==> src/rtl/antirebotes_multicanal_if.sv <==
// Button front-end bus: raw pins and controls in, debounced levels,
// event strobes, packed counters and overflow flags out.
interface antirebotes_multicanal_if #(
   parameter int N_CH  = 4,
   parameter int CNT_W = 8
);
   logic [N_CH-1:0]       btn_in;
   logic [1:0]            edge_mode;
   logic [N_CH-1:0]       clr;
   logic [N_CH-1:0]       btn_clean;
   logic [N_CH-1:0]       btn_pulse;
   logic                  any_pulse;
   logic [N_CH*CNT_W-1:0] count;
   logic [N_CH-1:0]       ovf;

   modport master (
      output btn_in, edge_mode, clr,
      input  btn_clean, btn_pulse, any_pulse, count, ovf
   );

   modport slave (
      input  btn_in, edge_mode, clr,
      output btn_clean, btn_pulse, any_pulse, count, ovf
   );
endinterface

==> src/rtl/antirebotes_multicanal.sv <==
// N_CH-channel button front end: sync -> debounce -> edge -> event counter.
// Ports: clk, rst_n (sync, active-low), bus (slave side of the _if bundle).
module antirebotes_multicanal #(
   parameter int N_CH      = 4,
   parameter int STAGES    = 2,
   parameter int DB_CYCLES = 16,
   parameter int CNT_W     = 8,
   parameter bit SATURATE  = 1'b0
) (
   input  logic                    clk,
   input  logic                    rst_n,
   antirebotes_multicanal_if.slave bus
);

   localparam int DB_W = $clog2(DB_CYCLES);
   localparam logic [DB_W-1:0] DB_MAX = DB_W'(DB_CYCLES - 1);
   localparam logic [CNT_W-1:0] CNT_MAX = '1;

   logic [N_CH-1:0]  sync_q [STAGES];
   logic [DB_W-1:0]  db_cnt [N_CH];
   logic [N_CH-1:0]  clean_q;
   logic [N_CH-1:0]  clean_d;
   logic [CNT_W-1:0] cnt_q  [N_CH];
   logic [N_CH-1:0]  ovf_q;
   logic [N_CH-1:0]  btn_sync;
   logic [N_CH-1:0]  rise;
   logic [N_CH-1:0]  fall;
   logic [N_CH-1:0]  pulse;

   assign btn_sync = sync_q[STAGES-1];

   always_ff @(posedge clk) begin
      if (!rst_n) begin
         for (int s = 0; s < STAGES; s++) begin
            sync_q[s] <= '0;
         end
      end else begin
         sync_q[0] <= bus.btn_in;
         for (int s = 1; s < STAGES; s++) begin
            sync_q[s] <= sync_q[s-1];
         end
      end
   end

   // Any sample matching the accepted level restarts the stability count.
   always_ff @(posedge clk) begin
      if (!rst_n) begin
         clean_q <= '0;
         clean_d <= '0;
         for (int i = 0; i < N_CH; i++) begin
            db_cnt[i] <= '0;
         end
      end else begin
         clean_d <= clean_q;
         for (int i = 0; i < N_CH; i++) begin
            if (btn_sync[i] == clean_q[i]) begin
               db_cnt[i] <= '0;
            end else if (db_cnt[i] == DB_MAX) begin
               clean_q[i] <= btn_sync[i];
               db_cnt[i]  <= '0;
            end else begin
               db_cnt[i] <= db_cnt[i] + DB_W'(1);
            end
         end
      end
   end

   assign rise = clean_q & ~clean_d;
   assign fall = ~clean_q & clean_d;

   always_comb begin
      pulse = '0;
      unique case (bus.edge_mode)
         2'b00:   pulse = rise;
         2'b01:   pulse = fall;
         2'b10:   pulse = rise | fall;
         default: pulse = '0;
      endcase
   end

   // Clear wins over a coincident pulse.
   always_ff @(posedge clk) begin
      if (!rst_n) begin
         ovf_q <= '0;
         for (int i = 0; i < N_CH; i++) begin
            cnt_q[i] <= '0;
         end
      end else begin
         for (int i = 0; i < N_CH; i++) begin
            if (bus.clr[i]) begin
               cnt_q[i] <= '0;
               ovf_q[i] <= 1'b0;
            end else if (pulse[i]) begin
               if (cnt_q[i] != CNT_MAX) begin
                  cnt_q[i] <= cnt_q[i] + CNT_W'(1);
               end else begin
                  ovf_q[i] <= 1'b1;
                  if (!SATURATE) begin
                     cnt_q[i] <= '0;
                  end
               end
            end
         end
      end
   end

   assign bus.btn_clean = clean_q;
   assign bus.btn_pulse = pulse;
   assign bus.any_pulse = |pulse;
   assign bus.ovf       = ovf_q;

   for (genvar g = 0; g < N_CH; g++) begin : g_pack
      assign bus.count[g*CNT_W +: CNT_W] = cnt_q[g];
   end

endmodule

==> src/flat_wrapper.sv <==
// flat-port wrapper written by rule: the top's interface ports become plain ports
module antirebotes_multicanal_flat 
#(
   parameter int N_CH      = 4,
   parameter int STAGES    = 2,
   parameter int DB_CYCLES = 16,
   parameter int CNT_W     = 8,
   parameter bit SATURATE  = 1'b0
)
  (clk, rst_n, bus_btn_in, bus_edge_mode, bus_clr, bus_btn_clean, bus_btn_pulse, bus_any_pulse, bus_count, bus_ovf);
  antirebotes_multicanal_if #(.N_CH(N_CH), .CNT_W(CNT_W)) bus_i ();
  input  logic clk;
  input  logic rst_n;
  input wire logic [$bits(bus_i.btn_in)-1:0] bus_btn_in;
  input wire logic [$bits(bus_i.edge_mode)-1:0] bus_edge_mode;
  input wire logic [$bits(bus_i.clr)-1:0] bus_clr;
  output wire logic [$bits(bus_i.btn_clean)-1:0] bus_btn_clean;
  output wire logic [$bits(bus_i.btn_pulse)-1:0] bus_btn_pulse;
  output wire logic [$bits(bus_i.any_pulse)-1:0] bus_any_pulse;
  output wire logic [$bits(bus_i.count)-1:0] bus_count;
  output wire logic [$bits(bus_i.ovf)-1:0] bus_ovf;
  assign bus_i.btn_in = bus_btn_in;
  assign bus_i.edge_mode = bus_edge_mode;
  assign bus_i.clr = bus_clr;
  assign bus_btn_clean = bus_i.btn_clean;
  assign bus_btn_pulse = bus_i.btn_pulse;
  assign bus_any_pulse = bus_i.any_pulse;
  assign bus_count = bus_i.count;
  assign bus_ovf = bus_i.ovf;
  antirebotes_multicanal #(.N_CH(N_CH), .STAGES(STAGES), .DB_CYCLES(DB_CYCLES), .CNT_W(CNT_W), .SATURATE(SATURATE)) u_core (.clk(clk), .rst_n(rst_n), .bus(bus_i));
endmodule
==> config.mk <==
export PLATFORM = sky130hd
export DESIGN_NAME = antirebotes_multicanal_flat
export DESIGN_NICKNAME = d
export VERILOG_FILES = /design/src/rtl/antirebotes_multicanal_if.sv /design/src/rtl/antirebotes_multicanal.sv /design/src/flat_wrapper.sv
export SDC_FILE = /design/constraint.sdc
export NUM_CORES = 1
export LEC_CHECK = 0
export CAP_MARGIN = 10
export CORE_ASPECT_RATIO = 0.5
export CORE_MARGIN = 1.5
export CORE_UTILIZATION = 48
export DETAILED_ROUTE_END_ITERATION = 8
export PLACE_DENSITY = 0.8
export SLEW_MARGIN = 30
export SYNTH_ARGS = -nofsm -noshare
export SYNTH_HDL_FRONTEND = slang
export SYNTH_SLANG_ARGS = --single-unit
export TNS_END_PERCENT = 10
==> constraint.sdc <==
create_clock -name clk -period 1.7 [get_ports clk]
set_clock_uncertainty 0.2 [all_clocks]
set_input_delay 0.255 -clock clk [delete_from_list [all_inputs] [get_ports clk]]
set_output_delay 0.255 -clock clk [all_outputs]
set_load 0.03 [all_outputs]
# Word level (Yosys, flattened, before mapping)
# Memories as Yosys holds them, arrays and structs flattened.
# Cells that the tools add are included.
dict set report op_classes {
  n_bitwise 40
  addsub 8
  reduce_logical 14
  muxes 125
  n_eq_ne 14
}
# operator count
set op_table {}
lappend op_table {{$mux W1} 98}
lappend op_table {{$mux W8} 12}
lappend op_table {{$mux W4} 14}
lappend op_table {{$add A8 B1 Y8 const B} 4}
lappend op_table {{$ne A8 B8 Y1 const B} 4}
lappend op_table {{$or A1 B1 Y1} 26}
lappend op_table {{$add A4 B1 Y4 const B} 4}
lappend op_table {{$eq A4 B4 Y1 const B} 4}
lappend op_table {{$reduce_and A2 Y1} 8}
lappend op_table {{$pmux W4 S3} 1}
lappend op_table {{$not A1 Y1} 9}
lappend op_table {{$and A4 B4 Y4} 2}
lappend op_table {{$not A4 Y4} 2}
lappend op_table {{$reduce_or A2 Y1} 4}
lappend op_table {{$eq A1 B1 Y1} 4}
lappend op_table {{$or A4 B4 Y4} 1}
lappend op_table {{$reduce_or A4 Y1} 1}
lappend op_table {{$eq A2 B1 Y1 const B} 1}
lappend op_table {{$eq A2 B2 Y1 const B} 1}
lappend op_table {{$logic_not A2 Y1} 1}
dict set report word_totals {
  in_bits 12
  memories 3
  output_inout_bits 45
  elab_cells 213
  ff_bits 12
  ram_bits 56
}
# memory words word_bits rd rd_clocked_by_memory_dff wr line_no
set memory_table {}
lappend memory_table {u_core.cnt_q 4 8 4 0 4 antirebotes_multicanal.sv:23} ;# logic [CNT_W-1:0] cnt_q [N_CH];
lappend memory_table {u_core.db_cnt 4 4 4 0 4 antirebotes_multicanal.sv:20} ;# logic [DB_W-1:0] db_cnt [N_CH];
lappend memory_table {u_core.sync_q 2 4 2 0 2 antirebotes_multicanal.sv:19} ;# logic [N_CH-1:0] sync_q [STAGES];

# Longest topological paths before layout
dict set report depth {
  depth_word 10
  depth_mapped 7
  depth_no_buf 6
}

# Worst setup path after synthesis
# OpenSTA, ideal clock, no wires.
dict set report synth_path {
  path_kind {reg2reg}
  from {reg u_core.clean_q[3] (netlist: u_core.bus.btn_clean[3])}
  to {mem u_core.cnt_q[3][0] (enable)}
  n_path_buf 0
  period_less_slack_ns 2.401
  setup_time_ns 0.334
  required_ns 1.166
  slack_ns -0.701
  t_arrival_ns 1.867
  stages_incl_launch_ff 6
  cell_sequence {dfxtp_1 inv_1 ha_1 and2_2 o31ai_4 nand2b_1}
}
# element line_no
set synth_rtl {}
lappend synth_rtl {{start, declared} antirebotes_multicanal.sv:21} ;# logic [N_CH-1:0] clean_q;
lappend synth_rtl {{start signal, assigned by index} antirebotes_multicanal.sv:59} ;# clean_q[i] <= btn_sync[i];
lappend synth_rtl {{end, declared} antirebotes_multicanal.sv:23}

# Worst setup path in the final report
dict set report layout_path {
  from {reg u_core.clean_q[1] (netlist: u_core.bus.btn_clean[1])}
  to {out bus_any_pulse}
}
dict set report layout_via {
  elab_chain_len 5
  word_cells_on_any_way 6
  cone_classes {mux: 1; bitwise: 4; reduce/logical: 1}
}
# element line_no
set layout_lines {}
lappend layout_lines {{$not A4 Y4} antirebotes_multicanal.sv:69} ;# assign fall = ~clean_q & clean_d;
lappend layout_lines {{$and A4 B4 Y4} antirebotes_multicanal.sv:69}
lappend layout_lines {{$or A4 B4 Y4} antirebotes_multicanal.sv:76} ;# 2'b10: pulse = rise | fall;
lappend layout_lines {{$pmux W4 S3 (*)} antirebotes_multicanal.sv:73} ;# unique case (bus.edge_mode)
lappend layout_lines {{$reduce_or A4 Y1 (*)} antirebotes_multicanal.sv:109} ;# assign bus.any_pulse = |pulse;
lappend layout_lines {{end, declared} flat_wrapper.sv:19} ;# output wire logic [$bits(bus_i.any_pulse)-1:0] bus_any_pulse;
# Mark *: on every way between the ends. The rest lies on a longest branch, timed or not.

==> metrics.md <==
| Metric | Value |
|---|---|
| Sw Ratio | 22.86% |
| Final WL | 8706 µm |
| Die area | 7594 µm² |
| Number of global-route vias before repair | 2756 |
| Slew Limit Fails | 0 |
| Die X-Extent | 121.8 µm |
| Met2 global-route usage | 41.01% |
| Synthesized area | 3384 µm² |
| Design area | 4965 µm² |
| Worst EP arrival | 1880 ps |
| Violated checks | setup timing |
| Grt ovf | 0 |
| Yosys cell types | 42 |
| TNS Setup | -12410 ps |
| Clk Latency, worst-skew pair | 340 ps |
| Initial Utilization | 50.12% |
| CTS root buf | clkbuf_16 |
| # hold bufs at CTS | 0 |
| R2R Path Start | u_core.bus.btn_clean[3] |
| Share of power burned in registers | 44.3% |
| FFs w/ async S/R, synth | 0% |
| Drc violations | 0 |
| Fillers | 406 |
| Drt pass-1 iters | 4 |
| Global-route wire length before repair | 13010 µm |
| Row cnt | 21 |
| Placed inst area | 4337 µm² |
| # Max-Cap Violations | 0 |
| Max clock buf depth | 2 |
| Warnings from Yosys | 0 |
| Clock power frac | 45.2% |
| Internal | 3.306 mW |
| End point of the critical path | bus_any_pulse |
| Register area share after synthesis | 54.42% |
| Slew @ Worst Pin | 591.5 ps |
| Crit Path Class | reg -> out |
| Clk pin slew, worst setup/hold paths | 60 ps |
| Die height | 62.38 µm |
| Max-slew headroom | 60.57% |
| DR vias | 2786 |
| CORE AREA | 6753 µm² |
| Count leader, synth | edfxtp_1 |
| DRT iter0 DRCs | 231 |
| Final estimated routing congestion in global placement | 0.8161 |
| Global-route usage over all layers | 22.45% |
| FF-to-FF End | u_core.cnt_q[3][7] |
| Commonest cells in the synthesized netlist | 48 x edfxtp_1, 39 x nor2_1, 28 x nand3_1 |
| CTS Buf Count | 9 |
| EDFF count, synth | 48 |
| Number of nets in the layout | 455 |
| Yosys top cell by area | edfxtp_1 |
| RSZ-0062 raised after global routing | true |
| Ant. Diodes | 0 |
| Max incr delay on CP | 370 ps |
| Ys flop type | edfxtp_1 |
| Detailed Place HPWL | 5085 µm |
| Pin count of the biggest net entering global routing | 25 |
| Register area | 1861 µm² |
| Hold Path Class | reg -> reg |
| Pleak | 2.190 nW |
| Max Clk Rate | 427.6 MHz |
| Crit path time final | 2339 ps |
| Startpoint Class | flop |
| CP startpoint | u_core.bus.btn_clean[1] |
| Avg Vias per Cell | 5.317 |
| Top Ports | 57 |
| Top-area cell type share of the netlist area | 42.59% |
| Post-Syn Instances | 312 |
| GRT met3 Usage | 7.117% |
| Part of the power in combinational logic | 10.5% |
| VDD IR max | 541.6 µV |
| Remaining antenna violation count after routing | 0 |
| Reg2Reg Setup Slack | -310 ps |
| Share of cells above drive strength 1 | 27.55% |
| Ranking of synthesized cells by area | edfxtp_1 43%, dfxtp_1 12%, xor2_1 6.0%, ha_1 5.9%, nor2_1 4.3% |
| Reg2Reg Depth | 9 |
| Crit Path Max Fanout | 3 |
| # H-tree levels | 3 |
| TritonCTS Sinks | 68 |
| Initial antenna violation count | 0 |
| CTS tree | done |
| CP max stage cell | dfxtp_4 |
| Tcrit/Tclk final | 137.6% |
| Most Crowded Layer GR | met2 |
| Crit. End Element | primary output |
| Power per cell area | 863.2 nW/µm² |
| Hold_sp | u_core.sync_q[0][1] |
| Critical-path cell list | inv_2 > ha_4 > inv_2 > a211o_4 > nand2_4 > buf_6 > nand4b_1 > buf_6 |
| Grt met1 use | 23.63% |
| Setup slack after layout | -638.6 ps |
| Port Buf Inserts | 56 |
| Synthesis-stage register bit count | 68 |
| Final hold violations | 0 |
| Net Sw Power | 0.9797 mW |
| Multi-input combinational cell area | 1743 µm² |
| Area Overhead vs Synth | 46.69% |
| Outcome | finished, violations left |
| Synthesized area per cell | 10.85 µm² |
| Total Power | 4.286 mW |
| Setup Viol. Count Final | 71 |
| Wire per inst | 16.61 µm |
| Req. time, crit path | 1240 ps |
[state kept, by name, summed over array words and instances (netlist names)]
register / cells
u_core.cnt_q: 32
u_core.db_cnt: 16
u_core.sync_q: 8
u_core.bus.btn_clean: 4
u_core.bus.ovf: 4
u_core.clean_d: 4
[worst min path at each step]
stage | endpoint | slack (ps) | cells past startpoint
after floorplan | u_core.sync_q[0][0] | 180 | 1
after global placement | u_core.sync_q[0][6] | 210 | 1
after detailed placement | u_core.sync_q[0][5] | 220 | 1
after CTS | u_core.sync_q[0][5] | 230 | 1
after global routing | u_core.sync_q[0][6] | 260 | 1
final | u_core.sync_q[0][5] | 230 | 1
[logic make-up (layout without fill, tap and decap cells)]
kind of cell	count (synthesis)	count (layout)	synth area share, %
compound gates	18	18	4.325
xor+xnor	32	32	8.281
fa+ha+maj	16	16	5.915
buf+inv	29	134	3.734
flops	68	68	54.42
mux	5	5	1.479
other cells	1	16	0.1108
simple gates	143	143	21.74
[cells in the final DEF (no fill, tap or decap), types with 5 or more instances in the layout]
| cell | count |
|---|---|
| buf_4 | 31 |
| nand2_1 | 12 |
| xor2_1 | 23 |
| mux2i_1 | 5 |
| buf_6 | 14 |
| nand3_1 | 23 |
| and2_1 | 13 |
| dlygate4sd2_1 | 35 |
| conb_1 | 16 |
| dfxtp_1 | 13 |
| edfxtp_1 | 48 |
| ha_1 | 9 |
| inv_2 | 6 |
| and3_1 | 8 |
| inv_1 | 14 |
| clkbuf_16 | 9 |
| nor2_1 | 34 |
| nor2b_1 | 9 |
| xnor2_1 | 9 |
| clkdlybuf4s50_1 | 9 |
| nand2_4 | 5 |
[layer usage]
metal  vias up  share of wire, %
met5         -                 0
met4         0               3.1
met3        32               6.1
met2       103                53
met1      1354                38
li1       1297                 -
[final cells by class]
type,count,share of cell area (%)
Timing Repair Buffer,96,17.19
Clock buffer,13,4.839
Tap cell,92,2.319
Sequential cell,68,37.47
Multi-Input combinational cell,230,35.11
Inverter,22,1.764
Clock inverter,3,1.310
[repair_timing]
action | CTS | global route
buffers inserted | 5 | 2
gates resized for setup | 98 | 44
endpoints found under the setup margin | 109 | 77
pin swaps | 14 | 12
[critical path: cells and delay by family (launching register included)]
family / cells / cell delay (ps)
flip-flops: 1 / 370
buffers and inverters: 4 / 350
AO/OA/AOI/OAI: 1 / 340
AND/OR/NAND/NOR: 2 / 210
adder cells (fa/ha/maj): 1 / 260
[power by group through the flow]
stage          registers, mW  clock network, mW  logic [mW]
2_1_floorplan           2.00                  0       0.146
3_3_place_gp            1.92                  0       0.399
3_5_place_dp            1.93                  0       0.409
4_1_cts                 1.90               1.95       0.421
5_1_grt                 1.90               2.04       0.480
6_report                1.90               1.94       0.452
[per-stage QoR]
stage | hold WS [ps] | std cells | setup WS (ps) | utilization (%)
2_1_floorplan | 182.3 | 327 | -355.4 | -
3_3_place_gp | 214.0 | 501 | -760.6 | 64.22
3_5_place_dp | 220.1 | 501 | -801.1 | 64.22
4_1_cts | 231.9 | 522 | -565.2 | 71.39
5_1_grt | 255.5 | 524 | -662.6 | 73.52
6_report | 228.4 | 524 | -638.6 | 73.52
Power figures use the tool's default switching activity.
